`config.mk`:
```
export PLATFORM = sky130hd
export DESIGN_NAME = prog_mem_loader
export DESIGN_NICKNAME = d
export VERILOG_FILES = /design/src/rtl/prog_loader_pkg.sv /design/src/rtl/prog_mem_loader.sv
export SDC_FILE = /design/constraint.sdc
export NUM_CORES = 1
export LEC_CHECK = 0
export ABC_AREA = 0
export CAP_MARGIN = 25
export CELL_PAD_IN_SITES_DETAIL_PLACEMENT = 0
export CELL_PAD_IN_SITES_GLOBAL_PLACEMENT = 1
export CORE_ASPECT_RATIO = 1.75
export CORE_UTILIZATION = 40
export DETAILED_ROUTE_END_ITERATION = 8
export HOLD_SLACK_MARGIN = 0.08
export PLACE_DENSITY_LB_ADDON = 0.1
export SYNTH_ARGS = -nofsm -noshare
export SYNTH_HDL_FRONTEND = slang
export SYNTH_SLANG_ARGS = --single-unit
```
`constraint.sdc`:
```
create_clock -name clk -period 2.7 [get_ports clk]
set_input_delay 0.54 -clock clk [delete_from_list [all_inputs] [get_ports clk]]
set_output_delay 0.54 -clock clk [all_outputs]
set_load 0.05 [all_outputs]
```
`src/rtl/prog_loader_pkg.sv`:
```
// Shared types and constants for the PicoBlaze program-memory loader.
package prog_loader_pkg;

    // Loader sequencing states; one per byte position in the frame plus bookkeeping states.
    typedef enum logic [3:0] {
        ST_IDLE,
        ST_LEN_HI,
        ST_LEN_LO,
        ST_B2,
        ST_B1,
        ST_B0,
        ST_WRITE,
        ST_CSUM,
        ST_RELEASE,
        ST_ERROR
    } load_state_e;

    // Default frame start marker.
    localparam logic [7:0] SYNC_BYTE_DEF = 8'hA5;

    // Port-A byte enables covering DIA[15:0] and DIPA[1:0] of the 18-bit instruction word.
    localparam logic [3:0] WE_INSTR = 4'b0011;

    // Default instruction address width (1024-word memory).
    localparam int ADDR_W_DEF = 10;

    // A frame length is usable when it is non-zero and fits the instruction memory.
    function automatic logic len_in_range(input logic [15:0] len, input int unsigned addr_w);
        return (len != 16'd0) && ({16'd0, len} <= (32'd1 << addr_w));
    endfunction

endpackage

```
`src/rtl/prog_mem_loader.sv`:
```
// In-system reloader for the PicoBlaze instruction BRAM: parses a framed byte
// stream, writes each 18-bit word through port A, checks an XOR checksum and
// holds the processor in reset until a good image has been loaded.
module prog_mem_loader
    import prog_loader_pkg::*;
#(
    parameter int         ADDR_W         = ADDR_W_DEF,
    parameter logic [7:0] SYNC_BYTE      = SYNC_BYTE_DEF,
    parameter int         RELEASE_CYCLES = 4
) (
    input  logic              clk,
    input  logic              rst_n,
    input  logic [7:0]        rx_data,
    input  logic              rx_valid,
    output logic              rx_ready,
    input  logic [ADDR_W-1:0] cpu_address,
    output logic [ADDR_W-1:0] mem_address,
    output logic [17:0]       mem_din,
    output logic [3:0]        mem_we,
    output logic              cpu_reset,
    output logic              load_busy,
    output logic              load_done,
    output logic              load_error
);

    localparam logic [7:0] REL_LAST = 8'(RELEASE_CYCLES - 1);

    load_state_e       state_q, state_d;
    logic [ADDR_W-1:0] ptr_q, ptr_d;
    logic [ADDR_W-1:0] remaining_q, remaining_d;
    logic [7:0]        csum_q, csum_d;
    logic [7:0]        len_hi_q, len_hi_d;
    logic [1:0]        b2_q, b2_d;
    logic [7:0]        b1_q, b1_d;
    logic [7:0]        b0_q, b0_d;
    logic [7:0]        rel_cnt_q, rel_cnt_d;
    logic              cpu_reset_q, cpu_reset_d;
    logic              load_done_q, load_done_d;
    logic              load_error_q, load_error_d;

    logic              xfer;
    logic [15:0]       len_word;
    logic              is_sync;

    // Byte acceptance is a pure decode of the state: the loader stalls only while writing or releasing.
    assign rx_ready  = (state_q != ST_WRITE) && (state_q != ST_RELEASE);
    assign xfer      = rx_valid && rx_ready;
    assign is_sync   = (rx_data == SYNC_BYTE);
    assign len_word  = {len_hi_q, rx_data};

    // The processor owns the BRAM address only while the loader is idle.
    assign mem_address = (state_q == ST_IDLE) ? cpu_address : ptr_q;
    assign mem_we      = (state_q == ST_WRITE) ? WE_INSTR : 4'b0000;
    assign mem_din     = (state_q == ST_WRITE) ? {b2_q, b1_q, b0_q} : 18'd0;

    assign load_busy  = (state_q != ST_IDLE);
    assign cpu_reset  = cpu_reset_q;
    assign load_done  = load_done_q;
    assign load_error = load_error_q;

    // Next-state, datapath and flag computation for the frame parser.
    always_comb begin
        state_d      = state_q;
        ptr_d        = ptr_q;
        remaining_d  = remaining_q;
        csum_d       = csum_q;
        len_hi_d     = len_hi_q;
        b2_d         = b2_q;
        b1_d         = b1_q;
        b0_d         = b0_q;
        rel_cnt_d    = rel_cnt_q;
        cpu_reset_d  = cpu_reset_q;
        load_done_d  = 1'b0;
        load_error_d = load_error_q;

        case (state_q)
            ST_IDLE, ST_ERROR: begin
                // Only a sync byte starts a frame; anything else is dropped.
                if (xfer && is_sync) begin
                    state_d      = ST_LEN_HI;
                    cpu_reset_d  = 1'b1;
                    ptr_d        = '0;
                    csum_d       = 8'd0;
                    load_error_d = 1'b0;
                end
            end
            ST_LEN_HI: begin
                if (xfer) begin
                    len_hi_d = rx_data;
                    csum_d   = csum_q ^ rx_data;
                    state_d  = ST_LEN_LO;
                end
            end
            ST_LEN_LO: begin
                if (xfer) begin
                    csum_d = csum_q ^ rx_data;
                    if (len_in_range(len_word, ADDR_W)) begin
                        remaining_d = ADDR_W'(len_word - 16'd1);
                        state_d     = ST_B2;
                    end else begin
                        load_error_d = 1'b1;
                        state_d      = ST_ERROR;
                    end
                end
            end
            ST_B2: begin
                if (xfer) begin
                    b2_d    = rx_data[1:0];
                    csum_d  = csum_q ^ rx_data;
                    state_d = ST_B1;
                end
            end
            ST_B1: begin
                if (xfer) begin
                    b1_d    = rx_data;
                    csum_d  = csum_q ^ rx_data;
                    state_d = ST_B0;
                end
            end
            ST_B0: begin
                if (xfer) begin
                    b0_d    = rx_data;
                    csum_d  = csum_q ^ rx_data;
                    state_d = ST_WRITE;
                end
            end
            ST_WRITE: begin
                // The BRAM write itself happens this cycle via the decoded mem_we.
                ptr_d = ptr_q + ADDR_W'(1);
                if (remaining_q == '0) begin
                    state_d = ST_CSUM;
                end else begin
                    remaining_d = remaining_q - ADDR_W'(1);
                    state_d     = ST_B2;
                end
            end
            ST_CSUM: begin
                if (xfer) begin
                    if (rx_data == csum_q) begin
                        rel_cnt_d = 8'd0;
                        state_d   = ST_RELEASE;
                    end else begin
                        load_error_d = 1'b1;
                        state_d      = ST_ERROR;
                    end
                end
            end
            ST_RELEASE: begin
                if (rel_cnt_q == REL_LAST) begin
                    cpu_reset_d = 1'b0;
                    load_done_d = 1'b1;
                    state_d     = ST_IDLE;
                end else begin
                    rel_cnt_d = rel_cnt_q + 8'd1;
                end
            end
            default: begin
                state_d = ST_IDLE;
            end
        endcase
    end

    // State and datapath registers; reset lets the processor run the existing image.
    always_ff @(posedge clk or negedge rst_n) begin
        if (!rst_n) begin
            state_q      <= ST_IDLE;
            ptr_q        <= '0;
            remaining_q  <= '0;
            csum_q       <= 8'd0;
            len_hi_q     <= 8'd0;
            b2_q         <= 2'd0;
            b1_q         <= 8'd0;
            b0_q         <= 8'd0;
            rel_cnt_q    <= 8'd0;
            cpu_reset_q  <= 1'b0;
            load_done_q  <= 1'b0;
            load_error_q <= 1'b0;
        end else begin
            state_q      <= state_d;
            ptr_q        <= ptr_d;
            remaining_q  <= remaining_d;
            csum_q       <= csum_d;
            len_hi_q     <= len_hi_d;
            b2_q         <= b2_d;
            b1_q         <= b1_d;
            b0_q         <= b0_d;
            rel_cnt_q    <= rel_cnt_d;
            cpu_reset_q  <= cpu_reset_d;
            load_done_q  <= load_done_d;
            load_error_q <= load_error_d;
        end
    end

endmodule

```
==> results.py, run 1 <==
metrics = {
    "worst_setup_path": {
        "reg2reg_slack_ps": 500,
        "crit_arrival_ps": 1980,
        "cp_common_cell": "buf_4",
        "rr_worst_depth": 7,
        "setup.worst_path.start_class": "flip-flop",
        "crit_path_max_fanout": 13,
        "r2r-start": "state_q[0]",
        "slowest_stage": "dfrtp_1",
        "crit_type": "reg2out",
        "crit_chain": "buf_4 > nor4_2 > buf_4 > mux2_2 > buf_4",
        "worstPathRequired_ps": 2160,
        "r2r_end": "csum_q[1]",
        "slowest_delay_ps": 380,
        "end_kind": "output port",
    },
    "pwr": {
        "leakage_nw": 2.204,
        "ir_drop_mv": 0.5470,
        "p_per_area_mw_per_mm2": 1019,
    },
    "job": {
        "cap_violations": 0,
    },
    "cts": {
        "numCtsBuffers": 9,
        "clk_path_buf_depth": 2,
        "cts_resized": 0,
        "clk_pin_slew_ps": 60,
        "cts_tree": "done",
        "postCtsHoldBufs": 0,
        "post_cts_buffers": 0,
        "clock-sinks": 69,
        "cts_max_level": 3,
        "cts_root_buf": "clkbuf_16",
        "clock_latency_ps": 330,
    },
    "die": {
        "dieArea_sq_mm": 0.01066,
        "dieHeight_um": 135.8,
        "core_sq_mm": 0.009910,
        "start_util_pct": 41.31,
        "ios": 58,
        "row_count": 48,
        "die_x_um": 78.48,
    },
    "synthesis": {
        "ys_seq_elements": 69,
        "yosys.cell_types.count": 59,
        "synth_area_sq_mm": 0.004094,
        "synth_commonest_cells": "dfrtp_1, nor2_1, nand2_1, mux2_2, clkbuf_1",
        "synth_warnings": 0,
        "yosys-top-cells-area": "dfrtp_1, mux2_2, nor2_1, nand2_1, and2_1",
        "seq_area_frac_synth_pct": 42.18,
        "synth_largest_area_cell": "dfrtp_1",
        "yosysMostFrequentCell": "dfrtp_1",
        "synthArstFlopShare_pct": 100.0,
        "synth_edf_count": 0,
        "syn-instance-count": 446,
        "synthFlopType": "dfrtp_1",
        "synth_top_area_share_pct": 42.18,
        "avgSynthCellArea_sq_um": 9.179,
    },
    "cells_and_area": {
        "area_growth_pct": 30.53,
        "multi_input_area_sq_mm": 0.002206,
        "finalNonFillerCells": 641,
        "seqCellArea_sq_mm": 0.001727,
        "fillers": 951,
        "antenna_cells": 0,
        "layout.nets": 536,
        "drive_above_1_share_pct": 23.64,
    },
    "sta": {
        "finalHoldViolCount": 0,
        "fin_crit_sh_pct": 93.48,
        "fmax_mhz": 396.2,
        "maxSlewHeadroom_pct": 65.20,
        "rsz0062_at_grt": "false",
        "finClkSkew_ps": 6.575,
        "setup_ws_ps": 176.0,
        "min_period_ps": 2524,
        "tightestPinTransition_ps": 522.0,
        "fin_setup_tns_ps": 0,
        "maxSlewViolCount": 0,
        "setup_violations": 0,
    },
    "detailed_routing": {
        "drtIter0Drc": 185,
        "dr.pass1.iters": 4,
        "routed_via_density": 5.532,
        "dr_total_vias": 3546,
        "final_antenna_net_count": 0,
        "drc": 0,
        "routed_wl_mm": 10.51,
        "wl_per_cell_um": 16.39,
    },
    "grt": {
        "grt-ovfl-total": 0,
        "grt_use_total_pct": 21.18,
        "antenna_found_initial": 0,
        "grt_pass1_vias": 3394,
        "grt_max_degree": 70,
        "grt_first_pass_wirelength_mm": 17.25,
    },
    "min_path": {
        "hold_path.class": "in2async",
    },
    "outcome": {
        "status": "complete, no violations",
    },
    "placed_design": {
        "pre_cts_slack_ps": -84.65,
        "gp_congestion": 0.8439,
        "dp_hpwl_mm": 7.520,
        "portBuffers": 55,
        "dp_cells": 626,
    },
}
cells in the final DEF (no fill, tap or decap), types with 8 or more instances in the layout:
master            n
a21oi_1          15
and2_1           20
buf_12           21
buf_4            43
clkbuf_16         9
clkdlybuf4s50_1  22
dfrtp_1          69
mux2_2           34
nand2_1          36
nand2b_1         13
nand3_1          15
nand4_1           8
nor2_1           48
nor3_1           19
o21ai_0          11
o21ai_1          20
xnor2_1           9
kinds of logic (layout without fill, tap and decap cells):
kind of cell / after synthesis / after routing / share of synthesized area, %
multiplexers: 42 / 42 / 11.40
AND/OR/NAND/NOR: 193 / 193 / 24.88
adder cells (fa/ha/maj): 3 / 3 / 0.9170
XOR/XNOR: 16 / 16 / 3.423
buffers and inverters: 38 / 107 / 4.187
flip-flops: 69 / 69 / 42.18
AO/OA/AOI/OAI: 84 / 84 / 12.93
other: 1 / 2 / 0.09160
metrics by stage:
stage	total power (W)	utilization, %	cell area (sq um)	hold slack, ps
floorplan	0.003644	-	4099	244.4
global placement	0.004342	51.22	5076	474.1
detailed placement	0.004403	51.22	5076	485.8
CTS	0.005503	53.93	5344	243.4
global route	0.005804	53.93	5344	258.1
finish	0.005447	53.93	5344	223.4
power breakdown:
group / leakage (nW) / total, W / switching [W] / internal (W)
Combinational: 1.25 / 0.00249 / 0.00141 / 0.00108
Sequential: 0.825 / 0.00189 / 0.000388 / 0.00150
Clock: 0.127 / 0.00107 / 0.000434 / 0.000638
Total: 2.20 / 0.00545 / 0.00223 / 0.00322
critical path, delay by kind of cell, from the launching register on:
kind / cells / cell delay, ps
DFF: 1 / 380
and+or+nand+nor: 1 / 300
buffers and inverters: 3 / 620
muxes: 1 / 350
per-layer routing:
layer | GRT usage [%] | share of wire, % | routed length [um] | vias to the layer above
met5 | 0 | 0 | 0 | -
met4 | 8.951 | 1.5 | 153 | 0
met3 | 2.282 | 4.0 | 422 | 12
met2 | 37.87 | 54 | 5635 | 89
met1 | 25.49 | 41 | 4296 | 1712
li1 | - | - | - | 1733
worst max-delay path by stage:
| stage | startpoint | to | slack (ps) | cells after the start |
|---|---|---|---|---|
| 2_1_floorplan | state_q[2] | mem_din[10] | 180 | 7 |
| 3_3_place_gp | rx_data[5] | remaining_q[3] | -20 | 9 |
| 3_5_place_dp | rx_data[5] | remaining_q[3] | -80 | 9 |
| 4_1_cts | state_q[0] | mem_address[1] | 150 | 5 |
| 5_1_grt | state_q[0] | mem_din[7] | 70 | 5 |
| 6_report | state_q[0] | mem_address[1] | 180 | 5 |
layout make-up:
cell class	instances	area share, %
inverter	5	0.3512
tap	125	2.927
sequential	69	32.31
clock inverter	4	0.4683
multi-input combinational	340	41.28
clock buffer	11	4.542
timing repair buffer	87	18.12
flip-flops by register name, indices dropped and copies added, names as in the netlist:
name,flops
ptr_q,10
remaining_q,10
b0_q,8
b1_q,8
csum_q,8
len_hi_q,8
rel_cnt_q,8
state_q,4
b2_q,2
cpu_reset,1
load_done,1
load_error,1
Power figures use the tool's default switching activity.
==> run 2, diff against run 1 <==
CTS_CLUSTER_SIZE = 8   (was default)
HOLD_SLACK_MARGIN = 0.05   (was 0.08)
==> results of run 2 <==
Same layout as run 1: the final DEF is identical, and so are final timing and power.
==> run 3, diff against run 2 <==
CORE_UTILIZATION = 42   (was 40)
==> results.py, run 3 (synthesis gave the netlist of run 1 again) <==
metrics = {
    "outcome": {
        "status": "complete, no violations",
    },
    "cts": {
        "clock_latency_ps": 330,
        "cts_max_level": 3,
        "clk_pin_slew_ps": 60,
        "cts_tree": "done",
        "cts_root_buf": "clkbuf_16",
        "clock-sinks": 69,
        "numCtsBuffers": 9,
        "post_cts_buffers": 0,
        "cts_resized": 0,
        "postCtsHoldBufs": 0,
        "clk_path_buf_depth": 2,
    },
    "detailed_routing": {
        "wl_per_cell_um": 16.46,
        "routed_wl_mm": 10.55,
        "routed_via_density": 5.566,
        "drc": 0,
        "final_antenna_net_count": 0,
        "dr.pass1.iters": 4,
        "dr_total_vias": 3568,
        "drtIter0Drc": 252,
    },
    "pwr": {
        "swShare_pct": 38.96,
        "p_clk_share_pct": 23.7,
        "p_int_w": 0.003518,
        "ir_drop_mv": 0.5179,
        "p_sw_w": 0.002245,
        "p_comb_share_pct": 43.2,
        "seqPwrFrac_pct": 33.1,
        "leakage_nw": 2.252,
        "p_per_area_mw_per_mm2": 1062,
    },
    "sta": {
        "fin_crit_sh_pct": 92.30,
        "min_period_ps": 2492,
        "rsz0062_at_grt": "false",
        "fin_setup_tns_ps": 0,
        "setup_violations": 0,
        "fmax_mhz": 401.3,
        "finalHoldViolCount": 0,
        "hold_ws_ps": 259.4,
        "finClkSkew_ps": 7.427,
        "maxSlewViolCount": 0,
        "maxSlewHeadroom_pct": 51.49,
        "tightestPinTransition_ps": 727.6,
    },
    "worst_setup_path": {
        "crit_chain": "buf_4 > nor4_2 > buf_4 > mux2_2 > buf_4",
        "slowest_delay_ps": 380,
        "setup.worst_path.start_class": "flip-flop",
        "worstPathRequired_ps": 2160,
        "path_buf_inv": 3,
        "cp_common_cell": "buf_4",
        "crit_type": "reg2out",
        "slowest_stage": "dfrtp_1",
        "crit_family": "buffers and inverters",
        "crit_path_max_fanout": 17,
        "end_kind": "output port",
        "path_depth": 5,
        "rr_worst_depth": 8,
        "crit_arrival_ps": 1950,
    },
    "die": {
        "row_count": 47,
        "dieHeight_um": 132.6,
        "start_util_pct": 43.24,
        "dieArea_sq_mm": 0.01016,
        "die_x_um": 76.63,
        "ios": 58,
        "core_sq_mm": 0.009468,
    },
    "grt": {
        "antenna_found_initial": 0,
        "grt_pass1_vias": 3420,
        "grt_first_pass_wirelength_mm": 17.31,
        "grt_max_degree": 42,
        "grt_use_total_pct": 21.90,
        "grt-ovfl-total": 0,
    },
    "cells_and_area": {
        "drive_above_1_share_pct": 23.89,
        "antenna_cells": 0,
        "area_growth_pct": 32.61,
        "final_common_cell": "dfrtp_1",
        "fillers": 844,
        "largest_registers": "ptr_q: 10 flops, remaining_q: 10 flops",
        "final_cell_mix": "dfrtp_1, nor2_1, buf_4, nand2_1, mux2_2",
        "layout.nets": 538,
    },
    "placed_design": {
        "dp_hpwl_mm": 7.582,
        "gp_congestion": 0.7966,
        "portBuffers": 55,
    },
    "job": {
        "cap_violations": 0,
    },
    "min_path": {
        "hold_path.class": "in2async",
    },
}
-- run 3: changes by cell type in the layout (fill, tap and decap cells not counted), sizes merged --
cell and change:
buf +2, bufinv +3, clkbuf +1, clkinv -1
clkinvlp -2
-- run 3: power by group through the flow --
| stage | sequential [W] | combinational [W] | clock, W |
|---|---|---|---|
| 3_3_place_gp | 0.00190 | 0.00245 | 0 |
| 2_1_floorplan | 0.00181 | 0.00183 | 0 |
| 6_report | 0.00191 | 0.00249 | 0.00137 |
| 4_1_cts | 0.00190 | 0.00251 | 0.00139 |
| 3_5_place_dp | 0.00192 | 0.00250 | 0 |
| 5_1_grt | 0.00198 | 0.00270 | 0.00143 |
-- run 3: final cells by class --
type,count,area [sq um],share of cell area (%)
multi-input combinational,340,2206,40.63
sequential,69,1727,31.80
timing repair buffer,89,983.4,18.11
clock buffer,12,246.5,4.540
tap,122,152.6,2.812
clock inverter,4,95.09,1.752
inverter,5,18.77,0.3457
-- run 3: metal layers --
metal | GRT usage (%) | up-vias | routed length [um]
li1 | - | 1728 | -
met1 | 25.74 | 1740 | 4293
met5 | 0 | - | 0
met3 | 3.241 | 14 | 367
met4 | 9.295 | 0 | 197
met2 | 39.19 | 86 | 5694
-- run 3: final timing paths --
check                                 from              to  slack (ps)
min in group clk                  ptr_q[9]        ptr_q[9]         490
worst min-delay path                 rst_n    rel_cnt_q[7]         260
worst max-delay path            state_q[1]  mem_address[2]         210
max in group asynchronous            rst_n  remaining_q[5]        1760
worst min register to register    ptr_q[9]        ptr_q[9]         490
worst max register to register  state_q[0]      state_q[3]         310
-- run 3: per-stage QoR --
stage	util, %	total power [W]	instances	setup WS, ps	cell area [sq um]
detailed placement	53.73	0.004414	625	-80.34	5087
CTS	57.34	0.005805	641	185.0	5429
global placement	53.73	0.004349	625	4.504	5087
finish	57.34	0.005763	641	208.0	5429
floorplan	-	0.003644	447	179.1	4099
global route	57.34	0.006116	641	49.72	5429
